<file path="src/rtl/inst_fetch_queue.sv">
// Fetch-to-dispatch decoupling FIFO.
// One push per cycle, up to two in-order pops per cycle, single-cycle flush.
module inst_fetch_queue #(
  parameter int DEPTH = 8,
  parameter int XLEN  = 32
) (
  input  logic                       clk_in,
  input  logic                       rst_in,
  input  logic                       flush_in,
  input  logic                       enq_valid_in,
  output logic                       enq_ready_out,
  input  logic [XLEN-1:0]            enq_pc_in,
  input  logic [XLEN-1:0]            enq_inst_in,
  output logic                       deq0_valid_out,
  output logic [XLEN-1:0]            deq0_pc_out,
  output logic [XLEN-1:0]            deq0_inst_out,
  output logic                       deq1_valid_out,
  output logic [XLEN-1:0]            deq1_pc_out,
  output logic [XLEN-1:0]            deq1_inst_out,
  input  logic [1:0]                 deq_take_in,
  output logic [$clog2(DEPTH+1)-1:0] count_out
);

  localparam int AW = $clog2(DEPTH);
  localparam int CW = $clog2(DEPTH + 1);
  localparam logic [CW-1:0] FULL = CW'(DEPTH);
  localparam logic [XLEN-1:0] NOP = XLEN'(32'h0000_0013);

  logic [XLEN-1:0] pc_mem   [DEPTH];
  logic [XLEN-1:0] inst_mem [DEPTH];

  logic [AW-1:0] head;
  logic [AW-1:0] tail;
  logic [AW-1:0] head_p1;
  logic [CW-1:0] count;
  logic [CW-1:0] count_next;
  logic [1:0]    req;
  logic [1:0]    eff_take;
  logic          push;

  assign enq_ready_out = (count < FULL);
  assign push = enq_valid_in & enq_ready_out & ~flush_in;
  assign head_p1 = head + 1'b1;
  assign count_out = count;

  // Clamp the pop request to what is actually held; 3 is treated as 2.
  always_comb begin
    req = (deq_take_in == 2'd3) ? 2'd2 : deq_take_in;
    eff_take = req;
    if (count < CW'(req))
      eff_take = count[1:0];
  end

  assign count_next = count + CW'(push) - CW'(eff_take);

  always_ff @(posedge clk_in or negedge rst_in) begin
    if (!rst_in) begin
      head  <= '0;
      tail  <= '0;
      count <= '0;
    end else begin
      unique case (1'b1)
        flush_in: begin
          head  <= '0;
          tail  <= '0;
          count <= '0;
        end
        default: begin
          head  <= head + AW'(eff_take);
          tail  <= tail + AW'(push);
          count <= count_next;
        end
      endcase
    end
  end

  // Storage carries no reset; validity comes from count alone.
  always_ff @(posedge clk_in) begin
    if (push) begin
      pc_mem[tail]   <= enq_pc_in;
      inst_mem[tail] <= enq_inst_in;
    end
  end

  assign deq0_valid_out = (count >= CW'(1));
  assign deq1_valid_out = (count >= CW'(2));

  always_comb begin
    deq0_pc_out   = '0;
    deq0_inst_out = NOP;
    deq1_pc_out   = '0;
    deq1_inst_out = NOP;
    if (deq0_valid_out) begin
      deq0_pc_out   = pc_mem[head];
      deq0_inst_out = inst_mem[head];
    end
    if (deq1_valid_out) begin
      deq1_pc_out   = pc_mem[head_p1];
      deq1_inst_out = inst_mem[head_p1];
    end
  end

endmodule
</file>
<file path="config.mk">
export PLATFORM = sky130hd
export DESIGN_NAME = inst_fetch_queue
export DESIGN_NICKNAME = d
export VERILOG_FILES = /design/src/rtl/inst_fetch_queue.sv
export SDC_FILE = /design/constraint.sdc
export NUM_CORES = 1
export LEC_CHECK = 0
export CAP_MARGIN = 10
export CORE_MARGIN = 8
export CORE_UTILIZATION = 45
export DETAILED_ROUTE_END_ITERATION = 7
export PLACE_DENSITY = 0.72
export SLEW_MARGIN = 20
export SYNTH_ARGS = -nofsm -noshare
export SYNTH_HDL_FRONTEND = slang
export SYNTH_SLANG_ARGS = --single-unit
export TNS_END_PERCENT = 50
</file>
<file path="constraint.sdc">
create_clock -name clk_in -period 5.7 [get_ports clk_in]
set_clock_uncertainty 0.15 [all_clocks]
set_input_delay 1.14 -clock clk_in [delete_from_list [all_inputs] [get_ports clk_in]]
set_output_delay 1.14 -clock clk_in [all_outputs]
set_load 0.02 [all_outputs]
</file>
==> results.md, run 1 <==
- Hpwl dp: 31.8 mm
- Vias: 12300
- Predominant post-synthesis flop cell: edfxtp_1
- First-pass GRT wire length: around 83 mm
- Tmin final: 4.96 ns
- Die area: between 0.05 and 0.06 mm2
- Hold Path Cell Cnt: 2
- Register Area: 0.0156 mm2
- CTS tree: built
- Worst Path Max Fanout: 26
- EDFF count, synth: 512
- Arrival time at the worst endpoint: 3.67 ns
- Sequential share of the synthesized area: between 60% and 70%
- WP depth: 6
- Synth area leader: edfxtp_1
- Setup violations, final: 0
- DRT Wirelength: between 50 and 60 mm
- Area Growth Syn to Fin: 19.3%
- Post-synth ARST share: 1.92%
- Reg2reg end: count_out[3]$_DFF_PN0_
- Max-Cap Viols: 0
- CTS resizes: 0
- GP Congestion: 0.739
- Worst min path class: flop to flop
- CP startpoint kind: flop
- CTS Hold Buffers Added: 0
- DRT Pass-1 Iters: 5
- Worst VDD drop: 0.527 mV
- RSZ-0062 raised after global routing: no
- Worst stage delay on the critical path: 0.82 ns
- Drt via density: about 6.2
- Area of the multi-input gates: about 0.0075 mm2
- Row count: 83
- Synthesized net count: 1138
- DIE HEIGHT: 245 um
- Antenna-violating nets left: 0
- Final WS setup: 0.745 ns
- Crit-path cells: ha_4 -> xnor2_1 -> nor2_4 -> buf_4 -> a22o_1 -> clkdlybuf4s50_1
- CP delay by family, top: buffers and inverters
- Reg2reg setup slack: 2.37 ns
- Initial core utilization: 45.6%
- Rel. slew slack: between 20% and 30%
- Share of the synthesized area in the top cell type: between 60% and 70%
- Synth warn: 0
- Root buffer cell: clkbuf_16
- Cell with the most instances after synthesis: edfxtp_1
- Dpl ws: around 1.3 ns
- Layout cells sized above 1: 28.4%
- CTS Buf Count: 52
- RR Startpoint: count_out[3]$_DFF_PN0_
- Status: finished clean
- CP Capture Type: output pin
- Synthesized flop and latch total: around 520
- Max Freq: 202 MHz
- Critical Path RT: 4.41 ns
- CP max-delay cell: nor2_4
- Wire per inst: 28.1 um
- Largest net degree at the start of global routing: approximately 160
- Worst r2r path cells: 12
- Vias in the first global route: approximately 13000
- Tcrit/Tclk final: 86.9%
- H-tree levels: 2
- DP Area: 0.0264 mm2
- Cells after Synth: between 1000 and 1500
- CTS clock-pin slew for the worst setup and hold paths: about 0.060 ns
- Post-Layout Inst Area: 0.0280 mm2
- Clk sinks: 522
- Leak: 8.74 nW
- Pins Over Slew Limit: 0
- Gr usage total: between 10% and 20%
- Worst Tran Pin Value: 1.15 ns
- DRC: 0
- Worst-Skew Late Latency: just under 0.6 ns
- Kind of critical path: flop to output pin
- Top post-synthesis cells by count: 512 x edfxtp_1, 247 x mux4_2, 122 x a22o_1
- Die Wd: 245 um
- Core Region: 0.0515 mm2
- Antenna violations before repair: 8
- Power Dens Cells: 564 mW/mm2
- Setup bufs post-CTS: 0
- Fillers: 3901
- Congestion Overflow GR: 0
- Worst Path Buf+Inv: 2
- Ports: between 200 and 250
- Final Hold Vio Count: 0
- Port Buffers: a little over 200
- Final #Nets: 1340
- Yosys cell types: 31
- Initial DRC Count: about 1100
- Hold Path Origin: tail[0]$_DFF_PN0_
- Hold endpoint: tail[0]$_DFF_PN0_
- CTS Buffer Depth: 3
- Mapped Area: roughly 0.023 mm2
- Syn Area/Cell: 22.3 um2
- Synth area leaders: edfxtp_1 65%, mux4_2 24%, a22o_1 4.5%
-- where the power goes --
group / internal (mW) / switching (mW)
clock: 1.93 / 1.42
combinational: 3.96 / 4.10
sequential: 4.32 / 0.0874
total: 10.2 / 5.61
-- layout make-up --
type / instances / area share, %
Multi-Input combinational cell: 442 / 26.6
Clock inverter: 31 / 1.11
Timing Repair Buffer: 232 / 8.57
Sequential cell: 522 / 55.7
Tap cell: 680 / 3.03
Inverter: 8 / 0.107
Clock buffer: 62 / 4.85
Antenna cell: 1 / 0.00892
-- registers in the layout, indices dropped and copies added, names as in the netlist --
signal     count
inst_mem     256
pc_mem       256
count_out      4
head           3
tail           3
-- logic make-up (layout without fill, tap and decap cells) --
group / after synthesis / count (layout) / share of synthesized area, %
fa+ha+maj: 12 / 12 / 0.703
xor+xnor: 5 / 5 / 0.186
mux: 257 / 257 / 24.7
simple gates: 37 / 37 / 0.809
other cells: 0 / 1 / 0
compound gates: 131 / 131 / 4.85
buf+inv: 92 / 333 / 2.24
flops: 522 / 522 / 66.5
-- placed cells by master (no fill, tap or decap), types with 9 or more instances in the layout --
master / n
a22o_1: 122
buf_12: 12
buf_4: 16
clkbuf_1: 9
clkbuf_16: 53
clkdlybuf4s50_1: 204
clkinv_1: 9
clkinv_2: 11
edfxtp_1: 512
ha_1: 9
mux4_1: 9
mux4_2: 247
nor2_4: 9
-- tightest hold or removal path: stages, from the launching register on --
cell	delay, ns
dfrtp_1	0.36
ha_1	0.13
nor2b_1	0.11
-- routing by layer --
layer,global-route usage (%),routed length [um],share of wire [%],vias up
met4,5.50,1320,2.4,14
li1,-,-,-,5116
met1,23.7,22400,40,6596
met5,0,88,0.16,-
met3,3.91,3880,7.0,95
met2,30.6,27800,50,449
-- through the flow --
stage	hold slack, ns	util (%)	total power, mW	TNS, ns	std cells
3_3_place_gp	0.470	51.2	12.6	0	1884
5_1_grt	0.571	54.4	16.5	0	1978
3_5_place_dp	0.486	51.2	12.7	0	1884
6_report	0.493	54.4	15.8	0	1978
4_1_cts	0.500	54.4	16.0	0	1977
2_1_floorplan	0.448	-	9.65	-65.34	1056
-- worst max path at each step --
| stage | start | slack, ns | endpoint |
|---|---|---|---|
| floorplan | flush_in | -1.02 | inst_mem[1][0]$_DFFE_PP_ |
| detailed placement | head[1]$_DFF_PN0_ | 1.31 | deq1_pc_out[25] |
| finish | head[1]$_DFF_PN0_ | 0.74 | deq1_inst_out[3] |
| global route | head[1]$_DFF_PN0_ | 0.60 | deq1_inst_out[31] |
| global placement | head[1]$_DFF_PN0_ | 1.32 | deq1_pc_out[25] |
| CTS | head[1]$_DFF_PN0_ | 0.68 | deq1_pc_out[25] |
No activity file was read; power rests on OpenSTA's default activity.
==> run 2: changes to the inputs <==
--- a/config.mk
+++ b/config.mk
@@ -9,7 +9,7 @@
 export CORE_MARGIN = 8
 export CORE_UTILIZATION = 45
 export DETAILED_ROUTE_END_ITERATION = 7
-export PLACE_DENSITY = 0.72
+export PLACE_DENSITY = 0.68
 export SLEW_MARGIN = 20
 export SYNTH_ARGS = -nofsm -noshare
 export SYNTH_HDL_FRONTEND = slang
==> run 2 against run 1 <==
Clock-buffer cell count increased by 4. Cell area barely moved. Routed wire length increased by 1.9%. Flip-flop and latch count unchanged. Utilization about the same. Setup slack better by 0.057 ns. Non-clock buffer count is 3 higher. Hold slack worse by 0.0070 ns. Final cell count is 0.56% higher. Power fell by 0.30%. Die area did not move. Critical endpoint is now deq1_inst_out[9]. Largest cell class unchanged.
==> results.md, run 2 (synthesis results as in run 1) <==
- Clk sinks: 522 (unchanged)
- Combinational power share: 51.6% (+0.7 points)
- CP startpoint kind: flop
- RSZ-0062 raised after global routing: no
- Final Hold Vio Count: 0 (unchanged)
- Power Dens Cells: 563 mW/mm2 (-0.32%)
- Vias: 12300 (+0.15%)
- Worst VDD drop: 0.568 mV (+7.7%)
- Initial core utilization: 45.6% (unchanged)
- Internal power: 10.2 mW (-0.43%)
- Setup bufs post-CTS: 0 (unchanged)
- Switching portion of total power: 35.5% (+0.084 points)
- CP Capture Type: output pin
- Antenna-violating nets left: 0 (unchanged)
- Initial DRC Count: 890 (-19%)
- CP Launch Point: head[1]$_DFF_PN0_
- Gr usage total: 18.8% (+0.59 points)
- Fin util: 54.5% (about the same)
- Die Wd: 245 um (unchanged)
- Pins Over Slew Limit: 0 (unchanged)
- Core Region: 0.0515 mm2 (unchanged)
- Commonest non-fill, non-tap cell in the layout: edfxtp_1
- Max Freq: 204 MHz (+1.2%)
- Antenna violations before repair: 7 (-1)
- Vias in the first global route: 13600 (+5.3%)
- Port Buffers: 204 (unchanged)
- Final #Nets: 1345 (+0.37%)
- Area Growth Syn to Fin: 19.4% (about the same)
- Hold Path Origin: tail[0]$_DFF_PN0_
- GP Congestion: 0.737 (-0.18%)
- Leak: 8.74 nW (about the same)
- Crit-path cells: ha_4 -> xor2_1 -> nor2_4 -> buf_4 -> a22o_1 -> clkdlybuf4s50_1
- Max-Cap Viols: 0 (unchanged)
- Layout cells sized above 1: 28.1% (-0.23 points)
- DRT Pass-1 Iters: 4 (-1)
- RR Startpoint: count_out[3]$_DFF_PN0_
- CTS clock-pin slew for the worst setup and hold paths: 0.06 ns (about the same)
- Worst Tran Pin Value: 0.990 ns (-0.160 ns)
- Congestion Overflow GR: 0 (unchanged)
- CTS Buf Count: 54 (+3.8%)
- Min Hold Slack: 0.486 ns (-0.00700 ns)
- Worst-Skew Late Latency: 0.58 ns (about the same)
- CTS Buffer Depth: 3 (unchanged)
- Wire per inst: 28.4 um (+1.4%)
- DRC: 0 (unchanged)
- Worst stage delay on the critical path: 0.67 ns (-0.15 ns)
- Arrival time at the worst endpoint: 3.61 ns (-0.06 ns)
- Kind of critical path: flop to output pin
- Worst min path class: flop to flop
- Die area: 0.0598 mm2 (unchanged)
- Hpwl dp: 33.0 mm (+3.7%)
- Pwr Total: 15.8 mW (-0.30%)
- H-tree levels: 2 (unchanged)
- Clk pwr share: 20.6% (-0.6 points)
- Critical Path RT: 4.41 ns (about the same)
- Worst Path Max Fanout: 21 (-19%)
- Root buffer cell: clkbuf_16
- Largest net degree at the start of global routing: 138 (-11%)
- CTS Hold Buffers Added: 0 (unchanged)
- Rel. slew slack: 34.0% (+11 points)
- CTS resizes: 0 (unchanged)
- Status: finished clean
- Tcrit/Tclk final: 85.9% (-1.0 points)
- CP max-delay cell: clkdlybuf4s50_1
- Switch Pwr: 5.60 mW (about the same)
- First-pass GRT wire length: 85.0 mm (+2.8%)
- CTS tree: built
- Most frequent cells in the layout: 512 x edfxtp_1, 247 x mux4_2, 204 x clkdlybuf4s50_1
- Drt via density: 6.18 (-0.40%)
- Ports: 205 (unchanged)
- DIE HEIGHT: 245 um (unchanged)
- Row count: 83 (unchanged)
- DRT Wirelength: 56.6 mm (+1.9%)
- Tmin final: 4.90 ns (-0.0569 ns)
- Seq pwr share: 27.9% (about the same)
- Setup violations, final: 0 (unchanged)
run 2: path summary, 6_finish.rpt:
path                                     endpoint  slack [ns]  depth (start not counted)
max                              deq1_inst_out[9]        0.80                          6
min                             tail[0]$_DFF_PN0_        0.49                          2
max reg2reg                count_out[3]$_DFF_PN0_        2.29                         12
min reg2reg                     tail[0]$_DFF_PN0_        0.49                          2
max in group asynchronous       head[1]$_DFF_PN0_        4.29                          1
min in group asynchronous       head[0]$_DFF_PN0_        0.74                          1
run 2: per-layer routing:
metal	track usage [%]	part of all wire, %	vias to the layer above
li1	-	-	5153
met1	23.5	40	6625
met2	32.0	51	416
met3	4.80	7.0	91
met4	5.71	2.6	4
met5	0	0.039	-
run 2: power by group through the flow:
| stage | Sequential [mW] | Clock (mW) | Combinational, mW |
|---|---|---|---|
| global route | 4.41 | 3.47 | 8.59 |
| finish | 4.40 | 3.25 | 8.14 |
| floorplan | 4.45 | 0 | 5.20 |
| global placement | 4.47 | 0 | 8.23 |
| CTS | 4.40 | 3.32 | 8.29 |
| detailed placement | 4.48 | 0 | 8.25 |
run 2: per-stage QoR:
stage               setup WS [ns]  cells  instance area, um2  TNS (ns)
floorplan                   -1.02   1056               23500    -65.34
global placement             1.28   1887               26400         0
detailed placement           1.26   1887               26400         0
finish                      0.802   1989               28000         0
CTS                         0.752   1984               28000         0
global route                0.661   1986               28000         0
run 2: area by class of cell:
type	count	area (um2)
Tap cell	680	851
Antenna cell	5	12.5
Timing Repair Buffer	235	2440
Clock buffer	66	1420
Inverter	8	30.0
Fill cell	3899	23500
Multi-Input combinational cell	442	7450
Sequential cell	522	15600
Clock inverter	31	215
run 2: critical path, delay by kind of cell, from the launching register on:
| family | cells | cell delay [ns] |
|---|---|---|
| buffers and inverters | 2 | 1.13 |
| flip-flops | 1 | 0.60 |
| AND/OR/NAND/NOR | 1 | 0.55 |
| AO/OA/AOI/OAI | 1 | 0.35 |
| adder cells (fa/ha/maj) | 1 | 0.21 |
| XOR/XNOR | 1 | 0.17 |
==> run 3: changes to the inputs <==
--- a/config.mk
+++ b/config.mk
@@ -5,11 +5,12 @@
 export SDC_FILE = /design/constraint.sdc
 export NUM_CORES = 1
 export LEC_CHECK = 0
-export CAP_MARGIN = 10
+export CELL_PAD_IN_SITES_DETAIL_PLACEMENT = 0
+export CELL_PAD_IN_SITES_GLOBAL_PLACEMENT = 1
 export CORE_MARGIN = 8
 export CORE_UTILIZATION = 45
 export DETAILED_ROUTE_END_ITERATION = 7
-export PLACE_DENSITY = 0.68
+export PLACE_DENSITY = 0.76
 export SLEW_MARGIN = 20
 export SYNTH_ARGS = -nofsm -noshare
 export SYNTH_HDL_FRONTEND = slang
==> run 3 against run 2 <==
Setup slack worse by 0.083 ns. Sequential share of layout area shrank 0.11 points. Sequential power hardly changed. First-iteration DRC count increased by 17%. Critical path depth is 1 lower. Via count shrank 0.19%. Maximum frequency down 1.7%. Clock power is 6.2% higher.
==> results.md, run 3 (synthesis results as in run 1) <==
- Status: finished clean
- First-pass GRT wire length: 83.9 mm (-1.4%)
- Worst min path class: flop to flop
- Congestion Overflow GR: 0 (unchanged)
- Kind of critical path: flop to output pin
- Final WS setup: 0.719 ns (-0.0832 ns)
- Placed insts: 1885 (-0.11%)
- Drt via density: 6.18 (about the same)
- Die Wd: 245 um (unchanged)
- Arrival time at the worst endpoint: 3.69 ns (+0.08 ns)
- Vias: 12300 (-0.19%)
- CTS tree: built
- Fin util: 54.6% (+0.11 points)
- Core Region: 0.0515 mm2 (unchanged)
- Setup bufs post-CTS: 0 (unchanged)
- Max-Cap Viols: 0 (unchanged)
- Vias in the first global route: 13300 (-2.0%)
- Layout cells sized above 1: 28.4% (+0.30 points)
- CTS Hold Buffers Added: 0 (unchanged)
- Most frequent cells in the layout: 512 x edfxtp_1, 247 x mux4_2, 204 x clkdlybuf4s50_1
- Antenna violations before repair: 5 (-2)
- Commonest non-fill, non-tap cell in the layout: edfxtp_1
- DRC: 0 (unchanged)
- Root buffer cell: clkbuf_16
- Area Growth Syn to Fin: 19.6%
- Pins Over Slew Limit: 0 (unchanged)
- Min Hold Slack: 0.510 ns (+0.0235 ns)
- Critical Path RT: 4.41 ns (about the same)
- DRT Wirelength: 55.3 mm (-2.1%)
- Worst-Skew Late Latency: 0.59 ns (about the same)
- Largest net degree at the start of global routing: 138 (unchanged)
- CTS resizes: 0 (unchanged)
- Tmin final: 4.98 ns (+0.0832 ns)
- Max Freq: 201 MHz (-1.7%)
- GP Congestion: 0.727 (-1.4%)
- CTS Buf Count: 53 (-1.9%)
- Tcrit/Tclk final: 87.4% (+1.5 points)
- Hpwl dp: 31.9 mm (-3.2%)
- Worst Path Max Fanout: 38 (+81%)
- Leak: 8.75 nW (+0.19%)
- CTS clock-pin slew for the worst setup and hold paths: 0.06 ns (about the same)
- Die area: 0.0598 mm2 (unchanged)
- Final Hold Vio Count: 0 (unchanged)
- CP startpoint kind: flop
- Power Dens Cells: 567 mW/mm2 (+0.82%)
- Dpl ws: 1.30 ns (+0.0423 ns)
- Row count: 83 (unchanged)
- Rel. slew slack: 30.2% (-3.8 points)
- Clk sinks: 522 (unchanged)
- Initial DRC Count: 1037 (+17%)
- Initial core utilization: 45.6% (unchanged)
- RSZ-0062 raised after global routing: no
- Wire per inst: 27.9 um (-1.9%)
- DRT Pass-1 Iters: 5 (+1)
- CP Capture Type: output pin
- Ports: 205 (unchanged)
- Port Buffers: 204 (unchanged)
- Setup violations, final: 0 (unchanged)
- Final #Nets: 1342 (-0.22%)
- Worst VDD drop: 0.573 mV (+0.96%)
- DIE HEIGHT: 245 um (unchanged)
- Fin cells: 1984 (-0.25%)
- H-tree levels: 2 (unchanged)
- Worst Tran Pin Value: 1.05 ns (+0.0567 ns)
- Antenna-violating nets left: 0 (unchanged)
- CTS Buffer Depth: 3 (unchanged)
- Gr usage total: 18.4% (-0.32 points)
run 3: routing by layer:
layer / vias to the layer above / GRT usage (%) / part of all wire, %
li1: 5124 / - / -
met2: 415 / 31.8 / 51
met1: 6644 / 23.8 / 40
met5: - / 0 / 0.049
met4: 4 / 5.05 / 2.0
met3: 79 / 3.70 / 6.7
run 3: worst max-delay path: stages, from the launching register on:
cell	delay [ns]
dfrtp_4	0.65
ha_4	0.81
buf_4	0.42
mux4_2	0.34
a22o_1	0.29
clkdlybuf4s50_1	0.56
run 3: per-stage QoR:
stage / power, mW / instance area (um2) / setup TNS (ns)
after floorplan: 9.65 / 23500 / -65.34
after global placement: 12.7 / 26400 / 0
after detailed placement: 12.7 / 26400 / 0
after CTS: 16.2 / 28100 / 0
after global routing: 16.6 / 28100 / 0
final: 15.9 / 28100 / 0
run 3: layout make-up:
| type | instances | area, um2 |
|---|---|---|
| multi-input cells | 442 | 7450 |
| repair buffers | 233 | 2410 |
| well taps | 680 | 851 |
| inverters | 8 | 30.0 |
| clock inverters | 30 | 345 |
| flip-flops and latches | 522 | 15600 |
| fillers | 3976 | 23400 |
| diodes | 3 | 7.51 |
| clock buffers | 66 | 1380 |
run 3: power by group:
part | leakage (nW) | total, mW | internal, mW | switching, mW
clock | 0.827 | 3.45 | 2.03 | 1.42
sequential | 4.75 | 4.41 | 4.32 | 0.0917
combinational | 3.18 | 8.08 | 4.00 | 4.08
total | 8.75 | 15.9 | 10.4 | 5.59
run 3: path summary, 6_finish.rpt:
check | slack [ns] | to | depth (start not counted) | startpoint
min | 0.51 | tail[0]$_DFF_PN0_ | 2 | tail[0]$_DFF_PN0_
max reg2reg | 2.37 | count_out[3]$_DFF_PN0_ | 12 | count_out[3]$_DFF_PN0_
max in group asynchronous | 4.30 | head[1]$_DFF_PN0_ | 1 | rst_in
min in group asynchronous | 0.73 | head[0]$_DFF_PN0_ | 1 | rst_in
max | 0.72 | deq1_inst_out[8] | 5 | head[1]$_DFF_PN0_
min reg2reg | 0.51 | tail[0]$_DFF_PN0_ | 2 | tail[0]$_DFF_PN0_
